--- config.mk ---
export PLATFORM = sky130hd
export DESIGN_NAME = alu_seq
export DESIGN_NICKNAME = d
export VERILOG_FILES = /design/src/rtl/alu_seq_pkg.sv /design/src/rtl/alu_seq.sv
export SDC_FILE = /design/constraint.sdc
export NUM_CORES = 1
export LEC_CHECK = 0
export ABC_AREA = 1
export CORE_MARGIN = 2
export CORE_UTILIZATION = 27
export DETAILED_ROUTE_END_ITERATION = 8
export SYNTH_ARGS = -nofsm -noshare
export SYNTH_HDL_FRONTEND = slang
export SYNTH_SLANG_ARGS = --single-unit
--- constraint.sdc ---
create_clock -name clk -period 1.75 [get_ports clk]
set_input_delay 0.35 -clock clk [delete_from_list [all_inputs] [get_ports clk]]
set_output_delay 0.35 -clock clk [all_outputs]
set_load 0.05 [all_outputs]
--- src/rtl/alu_seq_pkg.sv ---
// alu_seq_pkg: operation, bus-select and state encodings for the ALU nibble
// sequencer, the per-operation core control table and the F register bit map.
package alu_seq_pkg;

  typedef enum logic [2:0] {
    OP_ADD = 3'd0,
    OP_ADC = 3'd1,
    OP_SUB = 3'd2,
    OP_SBC = 3'd3,
    OP_AND = 3'd4,
    OP_XOR = 3'd5,
    OP_OR  = 3'd6,
    OP_CP  = 3'd7
  } alu_op_t;

  typedef enum logic [2:0] {
    BUS_HIGHZ = 3'd0,
    BUS_SHIFT = 3'd1,
    BUS_RES   = 3'd2,
    BUS_BS    = 3'd3
  } bus_t;

  typedef enum logic [2:0] {
    ST_IDLE = 3'd0,
    ST_OP1  = 3'd1,
    ST_LOW  = 3'd2,
    ST_HIGH = 3'd3,
    ST_DONE = 3'd4
  } state_t;

  // Core function select: R = AND, S = OR, V = XOR, all clear = adder
  typedef struct packed {
    logic r;
    logic s;
    logic v;
  } core_rsv_t;

  localparam int FLAG_C  = 0;
  localparam int FLAG_N  = 1;
  localparam int FLAG_PV = 2;
  localparam int FLAG_X  = 3;
  localparam int FLAG_H  = 4;
  localparam int FLAG_Y  = 5;
  localparam int FLAG_Z  = 6;
  localparam int FLAG_S  = 7;

  function automatic core_rsv_t core_rsv(alu_op_t op);
    case (op)
      OP_AND:  return '{r: 1'b1, s: 1'b0, v: 1'b0};
      OP_OR:   return '{r: 1'b0, s: 1'b1, v: 1'b0};
      OP_XOR:  return '{r: 1'b0, s: 1'b0, v: 1'b1};
      default: return '{r: 1'b0, s: 1'b0, v: 1'b0};
    endcase
  endfunction

  // Subtract-class ops feed the inverted operand into the adder
  function automatic logic op_is_sub(alu_op_t op);
    return (op == OP_SUB) || (op == OP_SBC) || (op == OP_CP);
  endfunction

  // Carry into the low nibble; subtraction is a + ~b + 1, SBC folds the borrow in
  function automatic logic cin0(alu_op_t op, logic cin);
    case (op)
      OP_ADC:        return cin;
      OP_SUB, OP_CP: return 1'b1;
      OP_SBC:        return ~cin;
      default:       return 1'b0;
    endcase
  endfunction

endpackage

--- src/rtl/alu_seq.sv ---
// alu_seq: two-pass nibble sequencer for the 8-bit ALU. Loads OP1, runs the low
// nibble (loading OP2), then the high nibble, and assembles the Z80 F register.
// Optional build macro ALU_SEQ_CP_XY_EN: for CP, the Y/X flags copy op2[5]/op2[3]
// instead of result[5]/result[3].
module alu_seq
  import alu_seq_pkg::*;
(
  input  logic       clk,
  input  logic       reset,
  input  logic       op_valid,
  output logic       op_ready,
  input  logic [2:0] op_code,
  input  logic [7:0] op1,
  input  logic [7:0] op2,
  input  logic       carry_in,
  output logic [7:0] alu_db_out,
  output logic       alu_db_oe,
  input  logic [7:0] alu_db_in,
  output logic [2:0] bus_sel,
  output logic       alu_op1_sel_bus,
  output logic       alu_op2_sel_bus,
  output logic       alu_op_low,
  output logic       alu_sel_op2_high,
  output logic       alu_sel_op2_neg,
  output logic       alu_core_cf_in,
  output logic       alu_core_R,
  output logic       alu_core_S,
  output logic       alu_core_V,
  output logic       alu_parity_in,
  input  logic       alu_core_cf_out,
  input  logic       alu_vf_out,
  input  logic       alu_parity_out,
  input  logic       alu_zero,
  input  logic       alu_sf_out,
  output logic       done,
  output logic [7:0] result,
  output logic       result_we,
  output logic [7:0] flags
);

  state_t    state_q, state_d;
  alu_op_t   op_q, op_d;
  logic [7:0] op2_q, op2_d;
  logic      cin_q, cin_d;
  logic      hc_q, hc_d, pf_q, pf_d, zlo_q, zlo_d;
  logic      ready_q, ready_d;
  logic [7:0] db_q, db_d;
  logic      oe_q, oe_d;
  bus_t      bus_q, bus_d;
  logic      op1_sel_q, op1_sel_d, op2_sel_q, op2_sel_d;
  logic      low_q, low_d, high_q, high_d, neg_q, neg_d;
  logic      cfin_q, cfin_d, pin_q, pin_d;
  core_rsv_t rsv_q, rsv_d;
  logic      done_q, done_d, we_q, we_d;
  logic [7:0] result_q, result_d, flags_q, flags_d, flags_asm;
  logic      accept;

  assign accept = op_valid & ready_q;

  // Assemble F from the live high-nibble status and the latched low-nibble status
  always_comb begin
    flags_asm         = '0;
    flags_asm[FLAG_S] = alu_sf_out;
    flags_asm[FLAG_Z] = zlo_q & alu_zero;
    flags_asm[FLAG_Y] = alu_db_in[5];
    flags_asm[FLAG_X] = alu_db_in[3];
`ifdef ALU_SEQ_CP_XY_EN
    if (op_q == OP_CP) begin
      flags_asm[FLAG_Y] = op2_q[5];
      flags_asm[FLAG_X] = op2_q[3];
    end
`endif
    case (op_q)
      OP_ADD, OP_ADC: begin
        flags_asm[FLAG_H]  = hc_q;
        flags_asm[FLAG_C]  = alu_core_cf_out;
        flags_asm[FLAG_PV] = alu_vf_out;
      end
      OP_SUB, OP_SBC, OP_CP: begin
        // Adder carries mean "no borrow"; Z80 H/C report the borrow
        flags_asm[FLAG_H]  = ~hc_q;
        flags_asm[FLAG_C]  = ~alu_core_cf_out;
        flags_asm[FLAG_PV] = alu_vf_out;
        flags_asm[FLAG_N]  = 1'b1;
      end
      OP_AND: begin
        flags_asm[FLAG_H]  = 1'b1;
        flags_asm[FLAG_PV] = alu_parity_out;
      end
      default: begin
        flags_asm[FLAG_PV] = alu_parity_out;
      end
    endcase
  end

  // Next state, captured operands/status, and next values of the registered outputs
  always_comb begin
    state_d  = state_q;
    op_d     = op_q;
    op2_d    = op2_q;
    cin_d    = cin_q;
    hc_d     = hc_q;
    pf_d     = pf_q;
    zlo_d    = zlo_q;
    result_d = result_q;
    flags_d  = flags_q;
    done_d   = 1'b0;
    we_d     = 1'b0;
    case (state_q)
      ST_IDLE, ST_DONE: begin
        if (accept) begin
          state_d = ST_OP1;
          op_d    = alu_op_t'(op_code);
          op2_d   = op2;
          cin_d   = carry_in;
        end else begin
          state_d = ST_IDLE;
        end
      end
      ST_OP1: state_d = ST_LOW;
      ST_LOW: begin
        state_d = ST_HIGH;
        hc_d    = alu_core_cf_out;
        pf_d    = alu_parity_out;
        zlo_d   = alu_zero;
      end
      ST_HIGH: begin
        state_d  = ST_DONE;
        result_d = alu_db_in;
        flags_d  = flags_asm;
        done_d   = 1'b1;
        we_d     = (op_q != OP_CP);
      end
      default: state_d = ST_IDLE;
    endcase

    ready_d   = 1'b0;
    db_d      = '0;
    oe_d      = 1'b0;
    bus_d     = BUS_HIGHZ;
    op1_sel_d = 1'b0;
    op2_sel_d = 1'b0;
    low_d     = 1'b0;
    high_d    = 1'b0;
    neg_d     = 1'b0;
    cfin_d    = 1'b0;
    pin_d     = 1'b0;
    rsv_d     = '0;
    case (state_d)
      ST_IDLE, ST_DONE: ready_d = 1'b1;
      ST_OP1: begin
        // OP1 is only entered on accept, so the live op1 input is the operand
        db_d      = op1;
        oe_d      = 1'b1;
        bus_d     = BUS_SHIFT;
        op1_sel_d = 1'b1;
      end
      ST_LOW: begin
        db_d      = op2_d;
        oe_d      = 1'b1;
        bus_d     = BUS_SHIFT;
        op2_sel_d = 1'b1;
        low_d     = 1'b1;
        neg_d     = op_is_sub(op_d);
        cfin_d    = cin0(op_d, cin_d);
        rsv_d     = core_rsv(op_d);
      end
      ST_HIGH: begin
        bus_d  = BUS_RES;
        high_d = 1'b1;
        neg_d  = op_is_sub(op_d);
        cfin_d = hc_d;
        pin_d  = pf_d;
        rsv_d  = core_rsv(op_d);
      end
      default: ;
    endcase
  end

  // All sequencer state and registered outputs; reset aborts any operation in flight
  always_ff @(posedge clk or posedge reset) begin
    if (reset) begin
      state_q   <= ST_IDLE;
      op_q      <= OP_ADD;
      op2_q     <= '0;
      cin_q     <= 1'b0;
      hc_q      <= 1'b0;
      pf_q      <= 1'b0;
      zlo_q     <= 1'b0;
      ready_q   <= 1'b1;
      db_q      <= '0;
      oe_q      <= 1'b0;
      bus_q     <= BUS_HIGHZ;
      op1_sel_q <= 1'b0;
      op2_sel_q <= 1'b0;
      low_q     <= 1'b0;
      high_q    <= 1'b0;
      neg_q     <= 1'b0;
      cfin_q    <= 1'b0;
      pin_q     <= 1'b0;
      rsv_q     <= '0;
      done_q    <= 1'b0;
      we_q      <= 1'b0;
      result_q  <= '0;
      flags_q   <= '0;
    end else begin
      state_q   <= state_d;
      op_q      <= op_d;
      op2_q     <= op2_d;
      cin_q     <= cin_d;
      hc_q      <= hc_d;
      pf_q      <= pf_d;
      zlo_q     <= zlo_d;
      ready_q   <= ready_d;
      db_q      <= db_d;
      oe_q      <= oe_d;
      bus_q     <= bus_d;
      op1_sel_q <= op1_sel_d;
      op2_sel_q <= op2_sel_d;
      low_q     <= low_d;
      high_q    <= high_d;
      neg_q     <= neg_d;
      cfin_q    <= cfin_d;
      pin_q     <= pin_d;
      rsv_q     <= rsv_d;
      done_q    <= done_d;
      we_q      <= we_d;
      result_q  <= result_d;
      flags_q   <= flags_d;
    end
  end

  assign op_ready         = ready_q;
  assign alu_db_out       = db_q;
  assign alu_db_oe        = oe_q;
  assign bus_sel          = bus_q;
  assign alu_op1_sel_bus  = op1_sel_q;
  assign alu_op2_sel_bus  = op2_sel_q;
  assign alu_op_low       = low_q;
  assign alu_sel_op2_high = high_q;
  assign alu_sel_op2_neg  = neg_q;
  assign alu_core_cf_in   = cfin_q;
  assign alu_core_R       = rsv_q.r;
  assign alu_core_S       = rsv_q.s;
  assign alu_core_V       = rsv_q.v;
  assign alu_parity_in    = pin_q;
  assign done             = done_q;
  assign result           = result_q;
  assign result_we        = we_q;
  assign flags            = flags_q;

endmodule

[Word-level counts from Yosys, hierarchy flattened]
Cells that the tools add are included.
W data, S select, Z words.
Word-level totals
  bits in registers: 58
  bits in latches: 0
  RAM bits: 0
  ROM bits: 0
  input bits: 36
  output and inout bits: 41
  word-level logic and storage cells: 92
  memories: 0
Operators by class
  $add $sub $neg: 0
  multiply operators: 0
  div/mod/pow operators: 0
  magnitude comparators: 0
  eq/ne operators: 21
  shifts and indexed selects: 0
  multiplexer cells: 29
  bitwise operators: 5
  reductions and logical operators: 13
Operators with widths (number)
  $eq A3 B2 Y1 const B: 8
  $eq A3 B3 Y1 const B: 8
  $mux W1: 16
  $mux W8: 2
  $pmux W8 S2: 1
  $eq A3 B1 Y1 const B: 4
  $pmux W3 S4: 1
  $reduce_or A2 Y1: 6
  $logic_not A3 Y1: 3
  $mux W3: 3
  $pmux W3 S3: 1
  $pmux W1 S3: 2
  $reduce_or A5 Y1: 1
  $pmux W1 S2: 2
  $pmux W2 S2: 1
  $ne A3 B3 Y1 const B: 1
  $not A1 Y1: 3
  $reduce_or A3 Y1: 1
  $and A1 B1 Y1: 2
  $logic_or A1 B1 Y1: 2

[Longest topological paths before layout]
Gate-level depths: netlist of the first run.
  depth in word-level cells: 7
  mapped depth: 10
  depth with buffers taken out: 10

[Least setup slack after synthesis of the first run]
Ideal clock, no wire load.
  kind: register to register
  start point: register ready_q, in the netlist op_ready
  end point: register cfin_q, in the netlist alu_core_cf_in
  setup time: 117 ps
  data arrival time: 1502 ps
  data required time: 1633 ps
  path slack: 131 ps
  cell stages (with the launch flop): 11
  path buffers: 1
  clock period less this slack: 1619 ps
  path through: dfstp_2 -> nand2_1 -> inv_1 -> nand2_4 -> buf_6 -> nand2_1 -> nand2_2 -> nand3_1 -> nand2_1 -> nand3_1 -> nand2_1
Between the ends
  word-level cells in the longest chain between the ends: 7
  elaborated cells on any way between the ends: 17
  classes of those cells: 6 x eq/ne; 8 x mux; 2 x bitwise; 1 x reduce/logical
Ends and longest elaborated chain
  start: declaration: line alu_seq.sv:46  | logic ready_q, ready_d;
  start signal: assignment: line alu_seq.sv:214  | ready_q <= ready_d;
  $and A1 B1 Y1 (*): line alu_seq.sv:58  | assign accept = op_valid & ready_q;
  $mux W3: line alu_seq.sv:111  | if (accept) begin
  $mux W3: line alu_seq.sv:109  | case (state_q)
  $eq A3 B2 Y1 or $eq A3 B3 Y1 (tied branches): line alu_seq_pkg.sv:63  | case (op)
  $reduce_or A2 Y1: line alu_seq_pkg.sv:63
  $pmux W1 S3: line alu_seq_pkg.sv:63
  $pmux W1 S2 (*): line alu_seq.sv:149  | case (state_d)
  named net cfin_d: line alu_seq.sv:52  | logic cfin_q, cfin_d, pin_q, pin_d;
  end signal: assignment: line alu_seq.sv:223  | cfin_q <= cfin_d;
  end: declaration: line alu_seq.sv:52
The timed path passes the listed nets; every way through them passes the cells marked *.
A chain may end at the register's enable or synchronous reset.

[Worst setup path in the final report of the first run]
  start point: register ready_q, in the netlist op_ready
  end point: register cfin_q, in the netlist alu_core_cf_in
Between the ends
  word-level cells in the longest chain between the ends: 7
  elaborated cells on any way between the ends: 17
  classes of those cells: 6 x eq/ne; 8 x mux; 2 x bitwise; 1 x reduce/logical
Ends and longest elaborated chain
  $and A1 B1 Y1 (*): line alu_seq.sv:58
  $mux W3 (*): line alu_seq.sv:111
  $mux W3 (*): line alu_seq.sv:109
  named net op_d[2]: line alu_seq.sv:42  | alu_op_t op_q, op_d;
  $eq A3 B2 Y1 or $eq A3 B3 Y1 (tied branches): line alu_seq_pkg.sv:63
  $reduce_or A2 Y1: line alu_seq_pkg.sv:63
  $pmux W1 S3 (*): line alu_seq_pkg.sv:63
  $pmux W1 S2 (*): line alu_seq.sv:149
  named net cfin_d: line alu_seq.sv:52
Marked as above.

==> results of run 1 <==
routing by layer:
layer	track usage, %	vias to the layer above
li1	-	819
met1	15.71	748
met2	17.88	56
met3	3.255	2
met4	2.612	0
met5	0	-
flip-flops by register name (all words and copies together), names as in the netlist, 2 cells and up:
register / cells
op_q: 3
state_q: 3
alu_db_out: 8
bus_sel: 2
result: 8
flags: 6
op2_q: 8
final cells by class:
class | count | area share (%)
multi-input cells | 130 | 21.16
clock inverters | 2 | 1.166
flip-flops and latches | 53 | 44.19
clock buffers | 6 | 2.416
repair buffers | 84 | 24.74
inverters | 16 | 2.082
well taps | 102 | 4.248
how the worst max path moves through the flow:
stage	endpoint	cells after the start	slack, ps
finish	alu_core_cf_in$_DFF_PP0_	10	250
global route	alu_core_cf_in$_DFF_PP0_	10	100
CTS	alu_core_cf_in$_DFF_PP0_	10	240
detailed placement	alu_core_cf_in$_DFF_PP0_	11	10
global placement	alu_core_cf_in$_DFF_PP0_	11	40
floorplan	alu_core_R$_DFF_PP0_	1	120
Yosys cell counts, drive strengths merged, types with 2 or more instances:
library cell  instances
nor3                  7
a31oi                 2
a22o                  8
dfrtp                52
nor2                  7
buf                  10
o21ai                 4
nand2                87
nand3                 8
o211ai                2
inv                  16
where the power goes:
group / switching (W) / internal, W
logic: 0.00234 / 0.00103
registers: 0.000309 / 0.00175
clock network: 0.000395 / 0.000425
cell usage in the layout, fill, tap and decap left out, types with 2 or more instances in the layout:
| cell | synthesis | routed |
|---|---|---|
| buf_12 | 0 | 2 |
| inv_1 | 11 | 10 |
| clkbuf_8 | 0 | 5 |
| nor3_1 | 3 | 3 |
| inv_2 | 4 | 5 |
| a22o_1 | 8 | 8 |
| o211ai_1 | 2 | 2 |
| nand2_1 | 85 | 85 |
| nor2_1 | 5 | 5 |
| nor3_2 | 3 | 3 |
| o21ai_0 | 4 | 4 |
| buf_4 | 5 | 47 |
| clkdlybuf4s50_1 | 0 | 35 |
| nand3_1 | 8 | 8 |
| dfrtp_1 | 52 | 52 |
cells by family (layout without fill, tap and decap cells):
group                  count (synthesis)  in the layout
buffers and inverters                 26            108
AO/OA/AOI/OAI                         17             17
AND/OR/NAND/NOR                      112            112
flip-flops                            53             53
other                                  1              1
critical path, stage by stage (launching register included):
cell and delay, ps:
dfstp_2 580, nand2_1 60, inv_1 100, buf_4 150, nand3_1 70, nand2_1 100, nand2_1 80, nand2_1 80
nand2_1 50, nand3_1 70, nand2_1 40
per-stage QoR:
stage               cell area [sq um]  util (%)  hold WS, ps
floorplan                        2107         -        442.5
global placement                 2897     37.88        455.6
detailed placement               2897     37.88        460.1
CTS                              3004     39.28        291.1
global route                     3004     39.28        301.6
finish                           3004     39.28        298.3
==> key figures, run 1 <==
Outcome
  – Status: finished, final reports clean

Floorplan
  – Initial Util: 27.55%
  – Die H: 92.34 um
  – IO Count: 77
  – Core ar.: 7647 sq um
  – Num rows: 32
  – Die W: 92.34 um
  – Die area: 8527 sq um

Logic synthesis
  – Synth async-reset ratio: 100.0%
  – Simple-gate portion of the synthesized area: 23.46%
  – Synth Area in Adders: 0%
  – Post-synth EDFFs: 0
  – Post-synth cell types: 28
  – Top cells by area, synth: dfrtp_1 62%, nand2_1 15%, a22o_1 3.3%
  – Flops & latches, synth: 53
  – Mapped cell area: 2107 sq um
  – Mapped Nets: 245
  – Largest family of logic cells by synthesized area: simple AND/OR/NAND/NOR gates
  – Mux contribution to synthesized area: 0%
  – Sequential area share after synthesis: 63.00%
  – Synth Area in Compound Gates: 6.532%
  – Synth Flop Type: dfrtp_1
  – XOR/XNOR Fraction of Synth Area: 0%
  – Post-synth top area share: 61.76%
  – Cells after synthesis: 209
  – Syn_area_per_cell: 10.08 sq um
  – Leading area contributor after synthesis: dfrtp_1
  – Yosys warning count: 0

Timing
  – Max Fclk: 667.6 MHz
  – Min cycle time layout: 1498 ps
  – Period utilization: 85.59%
  – Hold Vio Cnt, Final: 0
  – RSZ-0062 raised after global routing: no
  – Max-slew violation count: 0
  – Final TNS setup: 0 ps
  – Final worst slack: 252.1 ps
  – Endpoints failing setup: 0
  – Clock Skews: 10.55 ps

GRT
  – GR Overflow Total: 0
  – Initial antenna violation count: 0
  – First-pass GRT wire length: 7728 um
  – Largest net degree at the start of global routing: 20
  – Total track usage: 11.41%
  – Vias in the first global route: 1,578

Detailed routing
  – Highest Signal Layer: met4
  – Routed WL: 4700 um
  – Met2 wire len: 2164 um
  – Initial DRC count: 53
  – Via-to-Cell Ratio: 4.135
  – DRC Markers: 0
  – Post-DR wirelength/cell: 11.96 um
  – First-pass detailed-route iteration total: 4
  – M1 WL: 2266 um
  – Vias after detailed routing: 1,625
  – Met3 wire length: 247 um
  – Routed Antenna Nets: 0

Power and ir drop
  – Leak pwr: 1.555 nW
  – PD cells: 2081 nW/um^2
  – PnR Total Power: 0.006253 W
  – Peak supply drop: 604.4 uV

Critical path
  – R2R setup slack: 250 ps
  – Reg2reg start: op_ready$_DFF_PP1_
  – CP Data Required Time: 1950 ps
  – Critical R2R Capture: alu_core_cf_in$_DFF_PP0_
  – Critical Path AT: 1700 ps
  – CP Launch Type: flop
  – R2R cell count: 10
  – Worst setup path startpoint: op_ready$_DFF_PP1_
  – CP endpoint kind: flop
  – WS Path Type: reg2reg
  – Largest fanout on the critical path: 6

Finish
  – Area of the multi-input gates: 635.6 sq um
  – ANT cells: 0
  – Final net count: 326
  – Synth-to-layout area growth: 42.58%
  – Layout fillers: 753
  – Share of cells above drive strength 1: 25.09%
  – Reg area: 1328 sq um
  – Cell Count, Final, Fillers Out: 393

Clock tree
  – Clock-pin slew on the worst setup and hold paths: 100 ps
  – Clk Latency, worst-skew pair: 300 ps
  – Hold Buf Count CTS: 0
  – Largest buffer count on any clock path: 2
  – Root buf cell: clkbuf_8
  – CTS tree: yes
  – Clk sinks: 53
  – CTS Buf Count: 5
  – H-tree Lvls: 2
  – Post-CTS setup buffer count: 0
  – CTS-repair resized insts: 0

Place
  – Inst Count DP: 385
  – Placer Congestion: 0.8753
  – Dpl hpwl: 3498 um
  – Place WS: 10.36 ps
  – I/O Buffers: 75

Job
  – Number of max-cap violations: 0

Min path
  – Worst Hold Class: in2async
(Power assumes the default switching activity.)
==> run 2, diff against run 1 <==
--- a/config.mk
+++ b/config.mk
@@ -6,6 +6,7 @@
 export NUM_CORES = 1
 export LEC_CHECK = 0
 export ABC_AREA = 1
+export CAP_MARGIN = 20
 export CORE_MARGIN = 2
 export CORE_UTILIZATION = 27
 export DETAILED_ROUTE_END_ITERATION = 8
==> results of run 2 <==
Same layout as run 1: the final DEF is identical, and so are final timing and power.
